<file path="config.mk">
export PLATFORM = sky130hd
export DESIGN_NAME = fifo_row_unpacker_flat
export DESIGN_NICKNAME = d
export VERILOG_FILES = /design/src/rtl/fifo_row_unpacker_if.sv /design/src/rtl/fifo_row_unpacker.sv /design/src/flat_wrapper.sv
export SDC_FILE = /design/constraint.sdc
export NUM_CORES = 1
export LEC_CHECK = 0
export CAP_MARGIN = 10
export CORE_MARGIN = 3
export CORE_UTILIZATION = 49
export DETAILED_ROUTE_END_ITERATION = 16
export PLACE_DENSITY = 0.81
export RECOVER_POWER = 50
export SLEW_MARGIN = 20
export SYNTH_ARGS = -nofsm -noshare
export SYNTH_HDL_FRONTEND = slang
export SYNTH_SLANG_ARGS = --single-unit
</file>
<file path="constraint.sdc">
create_clock -name clk -period 3.47 [get_ports clk]
set_clock_uncertainty 0.2 [all_clocks]
set_input_delay 0.347 -clock clk [delete_from_list [all_inputs] [get_ports clk]]
set_output_delay 0.347 -clock clk [all_outputs]
set_load 0.005 [all_outputs]
</file>
<file path="src/rtl/fifo_row_unpacker_if.sv">
// Bundle of the control, FIFO read-side and element-stream signals of
// fifo_row_unpacker. The master side is the unpacker itself; the slave side
// is its environment (FIFO, sequencer and scratchpad writer).
interface fifo_row_unpacker_if #(
    parameter int R_DATA_WIDTH = 64,
    parameter int ELEM_WIDTH   = 16,
    parameter int MAX_ROW_LEN  = 256
);
    localparam int ADDR_W = $clog2(MAX_ROW_LEN);
    localparam int LEN_W  = $clog2(MAX_ROW_LEN + 1);

    logic                    start;
    logic [LEN_W-1:0]        row_len;
    logic                    fifo_empty_flag;
    logic                    fifo_read_request;
    logic [R_DATA_WIDTH-1:0] fifo_rd_data;
    logic                    out_valid;
    logic                    out_ready;
    logic [ELEM_WIDTH-1:0]   out_data;
    logic [ADDR_W-1:0]       out_addr;
    logic                    out_last;
    logic                    busy;
    logic                    done;

    modport master (
        input  start, row_len, fifo_empty_flag, fifo_rd_data, out_ready,
        output fifo_read_request, out_valid, out_data, out_addr, out_last,
               busy, done
    );

    modport slave (
        output start, row_len, fifo_empty_flag, fifo_rd_data, out_ready,
        input  fifo_read_request, out_valid, out_data, out_addr, out_last,
               busy, done
    );
endinterface

</file>
<file path="src/rtl/fifo_row_unpacker.sv">
// Read-side unpacker for the PE input FIFO: pops packed words, splits them
// LSB-first into elements and streams one row of row_len elements per start
// pulse to the scratchpad writer with address and last-of-row flag.
// No prefetch: each word costs a FETCH and a CAPT cycle before it drains.
module fifo_row_unpacker #(
    parameter int R_DATA_WIDTH = 64,
    parameter int ELEM_WIDTH   = 16,
    parameter int MAX_ROW_LEN  = 256
) (
    input  logic                  clk,
    input  logic                  reset,
    fifo_row_unpacker_if.master   bus
);
    localparam int EPW    = R_DATA_WIDTH / ELEM_WIDTH;
    localparam int ADDR_W = $clog2(MAX_ROW_LEN);
    localparam int LEN_W  = $clog2(MAX_ROW_LEN + 1);
    localparam int IDX_W  = (EPW > 1) ? $clog2(EPW) : 1;

    localparam logic [IDX_W-1:0]  LAST_IDX  = IDX_W'(EPW - 1);
    localparam logic [IDX_W-1:0]  IDX_ZERO  = {IDX_W{1'b0}};
    localparam logic [IDX_W-1:0]  IDX_ONE   = {{(IDX_W-1){1'b0}}, 1'b1};
    localparam logic [ADDR_W-1:0] ADDR_ZERO = {ADDR_W{1'b0}};
    localparam logic [ADDR_W-1:0] ADDR_ONE  = {{(ADDR_W-1){1'b0}}, 1'b1};
    localparam logic [LEN_W-1:0]  LEN_ZERO  = {LEN_W{1'b0}};
    localparam logic [LEN_W-1:0]  LEN_ONE   = {{(LEN_W-1){1'b0}}, 1'b1};

    typedef enum logic [2:0] {
        IDLE  = 3'd0,
        FETCH = 3'd1,
        CAPT  = 3'd2,
        DRAIN = 3'd3,
        DONE  = 3'd4
    } state_t;

    state_t                  state_r;
    state_t                  next_state_s;
    logic [R_DATA_WIDTH-1:0] word_r;
    logic [IDX_W-1:0]        elem_idx_r;
    logic [ADDR_W-1:0]       out_addr_r;
    logic [LEN_W-1:0]        remaining_r;

    logic pop_s;
    logic valid_s;
    logic last_s;
    logic done_s;
    logic fire_s;
    logic accept_s;

    // Next-state and output decode; every output is a function of the state
    // register except the FIFO pop, which must track the empty flag directly.
    always_comb begin
        next_state_s = state_r;
        pop_s        = 1'b0;
        valid_s      = 1'b0;
        last_s       = 1'b0;
        done_s       = 1'b0;
        case (state_r)
            IDLE: begin
                if (bus.start) begin
                    if (bus.row_len != LEN_ZERO) begin
                        next_state_s = FETCH;
                    end else begin
                        next_state_s = DONE;
                    end
                end else begin
                    next_state_s = IDLE;
                end
            end
            FETCH: begin
                pop_s = !bus.fifo_empty_flag;
                if (pop_s) begin
                    next_state_s = CAPT;
                end else begin
                    next_state_s = FETCH;
                end
            end
            CAPT: begin
                next_state_s = DRAIN;
            end
            DRAIN: begin
                valid_s = 1'b1;
                last_s  = (remaining_r == LEN_ONE);
                if (bus.out_ready) begin
                    if (remaining_r == LEN_ONE) begin
                        next_state_s = DONE;
                    end else if (elem_idx_r == LAST_IDX) begin
                        next_state_s = FETCH;
                    end else begin
                        next_state_s = DRAIN;
                    end
                end else begin
                    next_state_s = DRAIN;
                end
            end
            DONE: begin
                done_s       = 1'b1;
                next_state_s = IDLE;
            end
            default: begin
                next_state_s = IDLE;
            end
        endcase
    end

    assign fire_s   = valid_s && bus.out_ready;
    assign accept_s = (state_r == IDLE) && bus.start && (bus.row_len != LEN_ZERO);

    // State register.
    always_ff @(posedge clk or posedge reset) begin
        if (reset) begin
            state_r <= IDLE;
        end else begin
            state_r <= next_state_s;
        end
    end

    // Row bookkeeping and word capture; counters advance only on an accepted element.
    always_ff @(posedge clk or posedge reset) begin
        if (reset) begin
            word_r      <= {R_DATA_WIDTH{1'b0}};
            elem_idx_r  <= IDX_ZERO;
            out_addr_r  <= ADDR_ZERO;
            remaining_r <= LEN_ZERO;
        end else if (accept_s) begin
            elem_idx_r  <= IDX_ZERO;
            out_addr_r  <= ADDR_ZERO;
            remaining_r <= bus.row_len;
        end else if (state_r == CAPT) begin
            word_r <= bus.fifo_rd_data;
        end else if (fire_s) begin
            out_addr_r  <= out_addr_r + ADDR_ONE;
            remaining_r <= remaining_r - LEN_ONE;
            if (elem_idx_r == LAST_IDX) begin
                elem_idx_r <= IDX_ZERO;
            end else begin
                elem_idx_r <= elem_idx_r + IDX_ONE;
            end
        end else begin
            word_r <= word_r;
        end
    end

    assign bus.fifo_read_request = pop_s;
    assign bus.out_valid         = valid_s;
    assign bus.out_data          = word_r[elem_idx_r * ELEM_WIDTH +: ELEM_WIDTH];
    assign bus.out_addr          = out_addr_r;
    assign bus.out_last          = last_s;
    assign bus.busy              = (state_r != IDLE);
    assign bus.done              = done_s;

endmodule

</file>
<file path="src/flat_wrapper.sv">
// flat-port wrapper written by rule: the top's interface ports become plain ports
module fifo_row_unpacker_flat 
#(
    parameter int R_DATA_WIDTH = 64,
    parameter int ELEM_WIDTH   = 16,
    parameter int MAX_ROW_LEN  = 256
)
  (clk, reset, bus_start, bus_row_len, bus_fifo_empty_flag, bus_fifo_rd_data, bus_out_ready, bus_fifo_read_request, bus_out_valid, bus_out_data, bus_out_addr, bus_out_last, bus_busy, bus_done);
  fifo_row_unpacker_if #(.R_DATA_WIDTH(R_DATA_WIDTH), .ELEM_WIDTH(ELEM_WIDTH), .MAX_ROW_LEN(MAX_ROW_LEN)) bus_i ();
  input  logic clk;
  input  logic reset;
  input wire logic [$bits(bus_i.start)-1:0] bus_start;
  input wire logic [$bits(bus_i.row_len)-1:0] bus_row_len;
  input wire logic [$bits(bus_i.fifo_empty_flag)-1:0] bus_fifo_empty_flag;
  input wire logic [$bits(bus_i.fifo_rd_data)-1:0] bus_fifo_rd_data;
  input wire logic [$bits(bus_i.out_ready)-1:0] bus_out_ready;
  output wire logic [$bits(bus_i.fifo_read_request)-1:0] bus_fifo_read_request;
  output wire logic [$bits(bus_i.out_valid)-1:0] bus_out_valid;
  output wire logic [$bits(bus_i.out_data)-1:0] bus_out_data;
  output wire logic [$bits(bus_i.out_addr)-1:0] bus_out_addr;
  output wire logic [$bits(bus_i.out_last)-1:0] bus_out_last;
  output wire logic [$bits(bus_i.busy)-1:0] bus_busy;
  output wire logic [$bits(bus_i.done)-1:0] bus_done;
  assign bus_i.start = bus_start;
  assign bus_i.row_len = bus_row_len;
  assign bus_i.fifo_empty_flag = bus_fifo_empty_flag;
  assign bus_i.fifo_rd_data = bus_fifo_rd_data;
  assign bus_i.out_ready = bus_out_ready;
  assign bus_fifo_read_request = bus_i.fifo_read_request;
  assign bus_out_valid = bus_i.out_valid;
  assign bus_out_data = bus_i.out_data;
  assign bus_out_addr = bus_i.out_addr;
  assign bus_out_last = bus_i.out_last;
  assign bus_busy = bus_i.busy;
  assign bus_done = bus_i.done;
  fifo_row_unpacker #(.R_DATA_WIDTH(R_DATA_WIDTH), .ELEM_WIDTH(ELEM_WIDTH), .MAX_ROW_LEN(MAX_ROW_LEN)) u_core (.clk(clk), .reset(reset), .bus(bus_i));
endmodule
</file>
======== After elaboration in Yosys (flattened, before gate mapping) ========
Index checks and enable logic that the tools add are counted.
operators by class
  add/subtract/negate cells ............... 3
  equal/unequal tests ..................... 7
  shifts and indexed selects .............. 1
  muxes and demuxes ....................... 21
  bitwise gates (word level) .............. 1
  reduce and logical (&&, ||, !) cells .... 10
operators with widths
  cell                                                    number
  variable part select 64 x 7 -> 16 bit                   1
  2-to-1 mux 9 bit                                        3
  2-to-1 mux 8 bit                                        3
  2-to-1 mux 2 bit                                        6
  2-to-1 mux 3 bit                                        4
  one-hot mux 3 bit (4 select lines)                      1
  equality test 9 x 1 -> 1 bit (second input constant)    1
  nonzero test 9 bit                                      1
  subtractor 9 x 1 -> 9 bit (second input constant)       1
  adder 8 x 1 -> 8 bit (second input constant)            1
  equality test 3 x 2 -> 1 bit (second input constant)    2
  2-to-1 mux 1 bit                                        4
  AND reduction 2 bit                                     2
  equality test 3 x 1 -> 1 bit (second input constant)    1
  equality test 3 bit (second input constant)             1
  logical AND 1 bit                                       3
  logical NOT 3 bit                                       1
  nonzero test 3 bit                                      1
  adder 2 x 1 -> 2 bit (second input constant)            1
  equality test 2 bit (second input constant)             1
  inequality test 2 x 1 -> 1 bit (second input constant)  1
  nonzero test 2 bit                                      1
  logical NOT 1 bit                                       1
  NOT 1 bit                                               1
storage, ports and cells
  bits in registers ....................... 86
  bits of input ports ..................... 78

======== Logic depth before layout (Yosys ltp) ========
  depth in word-level cells ............... 6
  gate-level depth with buffers ........... 7
  gate-level depth less buffers ........... 6

======== Worst setup path after synthesis ========
No wires, ideal clock.
  path type ............................... input port to flip-flop
  start point ............................. input bus_row_len[4]
  end point ............................... register u_core.state_r[0]
  arrival time ............................ 1.728 ns
  setup slack ............................. 1.412 ns
  cell stages on the path ................. 4
  path buffers ............................ 1
  cell sequence ........................... or4_4 -> o31a_1 -> buf_6 -> or3_4
between the ends
  longest elaborated chain between the ends .. 4
RTL lines
  item                                line                      source
  start, declared                     flat_wrapper.sv:13        input wire logic [$bits(bus_i.row_len)-1:0] bus_row_len;
  nonzero test 9 bit                  fifo_row_unpacker.sv:60   if (bus.row_len != LEN_ZERO) begin
  2-to-1 mux 3 bit                    fifo_row_unpacker.sv:60
  2-to-1 mux 3 bit                    fifo_row_unpacker.sv:59   if (bus.start) begin
  one-hot mux 3 bit (4 select lines)  fifo_row_unpacker.sv:57   case (state_r)
  via u_core.next_state_s[0]          fifo_row_unpacker.sv:36   state_t next_state_s;
  end signal, assigned                fifo_row_unpacker.sv:113  state_r <= next_state_s;
  end, declared                       fifo_row_unpacker.sv:35   state_t state_r;
The timed path passes the listed nets, and every way through them passes these cells.
A chain may end at the register's enable or synchronous reset.

======== Final worst setup path ========
  start point ............................. register u_core.elem_idx_r[0]
  end point ............................... output bus_out_data[7]
between the ends
  longest elaborated chain between the ends .. 1
RTL lines
  item                                   line                      source
  start, declared                        fifo_row_unpacker.sv:38   logic [IDX_W-1:0] elem_idx_r;
  start signal, assigned                 fifo_row_unpacker.sv:136  elem_idx_r <= elem_idx_r + IDX_ONE;
  variable part select 64 x 7 -> 16 bit  fifo_row_unpacker.sv:145  assign bus.out_data = word_r[elem_idx_r * ELEM_WIDTH +: ELEM_WIDTH];
  end, declared                          flat_wrapper.sv:19        output wire logic [$bits(bus_i.out_data)-1:0] bus_out_data;
No other way between the ends.

==> impl_results.md <==
- Post-Synth Simple-Gate Area: 0.261
- Highest Signal Layer: met4
- Fmax: 0.356 GHz
- Die H: 97.7 um
- Overflow after GRT: 0
- Fin util: 0.688
- Nets: 616
- Syn-to-layout area delta: 32.3%
- Slew HR: -0.398
- Placed wire-length estimate: 7270 um
- Compound-gate portion of the synthesized area: 0.0750
- Worst path required time: 2.92 ns
- H-tree levels: 3
- Startpoint types: flip-flop
- DR WL/cell: 15.8 um
- LEAKAGE: 2.54 nW
- CP top delay family: buffers and inverters
- Gate Count Post-Synth: 436
- Tot GR Track Use: 0.218
- Detailed Route WL: 10,200 um
- Hold slack: 0.280 ns
- Crit-path cells: buf_4 > mux4_2 > clkdlybuf4s50_1
- Outcome: finished with violations
- Critical path buffers and inverters: 2
- Seq/Total Area, Yosys: 0.522
- CTS resizes: 0
- Initial Util: 0.520
- Antenna-violating nets left: 0
- Diodes inserted: 0
- Kind of critical path: reg2out
- Ys Warns: 0
- Die area: 0.00955 mm2
- Post-synth EDFFs: 0
- Critical Path Fanout Max: 15
- Mux cell area share after synthesis: 0.0902
- Layout cells sized above 1: 0.0853
- Post-synthesis adder-cell area fraction: 0.0121
- DRT iter0 DRCs: 178
- Clk slew on worst S/H paths: 0.08 ns
- Largest net degree at the start of global routing: 58
- First-pass GRT wire length: 17,100 um
- CTS max path bufs: 2
- Pwr per Cell Area: 847 mW/mm2
- Largest stage delay on the critical path: 0.57 ns
- CTS tree: built
- CP startpoint: u_core.elem_idx_r[0]
- Pre-CTS setup slack: 0.825 ns
- CTS hold repair buffers: 0
- Met1 WL: 4300 um
- Die Wd: 97.7 um
- Cell total after placement: 625
- Post-Synth XOR/XNOR Area: 0.00425
- Slew @ Worst Pin: 2.09 ns
- Fin crit period: 2.81 ns
- Routability Congestion: 0.837
- Worst vdd ir: 390 uV
- Ys async rst share: 1.00
- Post-Syn Area: 0.00412 mm2
- Finished Layout Cells: 641
- Fin. Hold Viols: 0
- Top_reg_cell synth: dfrtp_1
- Number of distinct library cells after synthesis: 46
- Std cell rows: 32
- IO Pins: 107
- Wire length on met2: 5200 um
- Slack of the critical path: 0.659 ns
- Seq cells post-synth: 86
- Post-Syn Nets: 518
- Core Region: 0.00793 mm2
- Fill cell count: 640
- Max Cap Violations: 1
- DRC viols: 0
- Setup TNS: 0 ns
- Final Setup Violations: 0
- CTS buffer count: 9
- Port buffer count: 106
- RSZ-0062 raised after global routing: false
- Final count of pins violating max slew: 58
- Setup bufs post-CTS: 0
- Main combinational cell family by area after synthesis: simple AND/OR/NAND/NOR gates
- WP data arrival: 2.26 ns
- 1st-pass router iterations: 5
- Vias in the first global route: 3,465
- Reg2reg start: u_core.state_r[2]
- Failing checks: capacitance limit, slew limit
- Master of the slowest instance on the critical path: mux4_2
- Vias per cell: 5.40
- Clock latency on the worst-skew pair: 0.35 ns
- Clock Sinks: 86
- Hold crit path type: reg2reg
- Vias post-DR: 3,463
- Final period util: 0.810
- Antenna violations before repair: 0
- Min-delay src: u_core.word_r[58]
- Clock Tree Root: clkbuf_8
- CP Capture Type: output pin
- Mean Syn Cell Area: 9.45 um2
- Met3 WL: 538 um
[final cells by class]
cell class	count	area, um2	share of cell area
clock buffers	10	138	0.0253
well taps	102	128	0.0234
clock inverters	6	70.1	0.0129
multi-input cells	317	1830	0.335
inverters	7	26.3	0.00482
repair buffers	113	1110	0.203
flip-flops and latches	86	2150	0.395
[where the power goes]
group	switching (mW)	total, mW	internal [mW]
logic	0.965	2.04	1.08
registers	0.371	1.84	1.47
clock network	0.376	0.733	0.358
total	1.71	4.62	2.90
[kinds of logic (layout without fill, tap and decap cells)]
group	count (synthesis)	count (layout)
and+or+nand+nor	249	249
adders and majority gates	4	4
xor gates and xnor gates	2	2
AOI/OAI and AO/OA	45	45
muxes	17	17
buffers and inverters	33	136
DFF	86	86
[metal layers]
| metal | up-vias | GRT usage |
|---|---|---|
| met1 | 1673 | 0.295 |
| met4 | 0 | 0.0543 |
| li1 | 1659 | - |
| met5 | - | 0 |
| met2 | 118 | 0.366 |
| met3 | 13 | 0.0402 |
[sequential cells by signal, summed over array words and instances, names as in the netlist]
signal and count:
u_core.bus.out_addr 8, u_core.elem_idx_r 2, u_core.remaining_r 9, u_core.state_r 3, u_core.word_r 64
[cells in the mapped netlist, types with 2 or more instances]
library cell | count | area share
nand2_1 | 202 | 0.18
dfrtp_1 | 86 | 0.52
clkbuf_1 | 18 | 0.016
mux4_2 | 16 | 0.087
o21ai_0 | 12 | 0.015
a21oi_1 | 9 | 0.011
nor2_1 | 9 | 0.0082
inv_1 | 7 | 0.0064
nor3_1 | 7 | 0.0085
a22o_1 | 6 | 0.013
a31oi_1 | 4 | 0.0061
ha_1 | 4 | 0.012
nand4_1 | 4 | 0.0061
a211oi_1 | 3 | 0.0055
buf_1 | 3 | 0.0027
buf_2 | 3 | 0.0036
nand3b_1 | 3 | 0.0055
nor4_1 | 3 | 0.0046
or3_1 | 3 | 0.0046
a22oi_1 | 2 | 0.0036
a2bb2oi_1 | 2 | 0.0043
nand3_1 | 2 | 0.0024
nor3b_1 | 2 | 0.0036
nor4b_1 | 2 | 0.0043
or4_4 | 2 | 0.0055
xor2_1 | 2 | 0.0043
[placed cells by master (no fill, tap or decap), types with 2 or more instances in the layout]
cell type / netlist / routed
nand2_1: 202 / 202
clkdlybuf4s50_1: 0 / 97
dfrtp_1: 86 / 86
mux4_2: 16 / 16
o21ai_0: 12 / 12
clkbuf_8: 1 / 10
nor2_1: 9 / 9
a21oi_1: 9 / 9
dlygate4sd3_1: 0 / 9
inv_1: 7 / 7
nor3_1: 7 / 7
a22o_1: 6 / 6
buf_4: 0 / 5
a31oi_1: 4 / 4
nand4_1: 4 / 4
ha_1: 4 / 4
nand3b_1: 3 / 3
or3_1: 3 / 3
nor4_1: 3 / 3
a211oi_1: 3 / 3
or4_4: 2 / 2
nand3_1: 2 / 2
a22oi_1: 2 / 2
xor2_1: 2 / 2
a2bb2oi_1: 2 / 2
nor4b_1: 2 / 2
clkinvlp_4: 0 / 2
clkbuf_2: 0 / 2
[through the flow]
stage	power, mW	area [um2]
after floorplan	3.07	4120
after global placement	3.82	5250
after detailed placement	3.92	5250
after CTS	4.66	5460
after global routing	4.95	5450
final	4.62	5450
[final timing paths]
check / slack, ns / endpoint / cells after the start
max: 0.66 / bus_out_data[7] / 3
min: 0.28 / u_core.word_r[58] / 2
max reg2reg: 1.00 / u_core.word_r[27] / 4
min reg2reg: 0.28 / u_core.word_r[58] / 2
max in group asynchronous: 0.79 / u_core.bus.out_addr[5] / 3
min in group asynchronous: 0.93 / u_core.word_r[2] / 2
[worst reg2reg max path: stages (launching register included)]
cell and delay (ns):
dfrtp_1 0.57, or3b_1 0.85, buf_4 0.58, nand2_1 0.11, nand2_1 0.09
(Power assumes the default switching activity.)
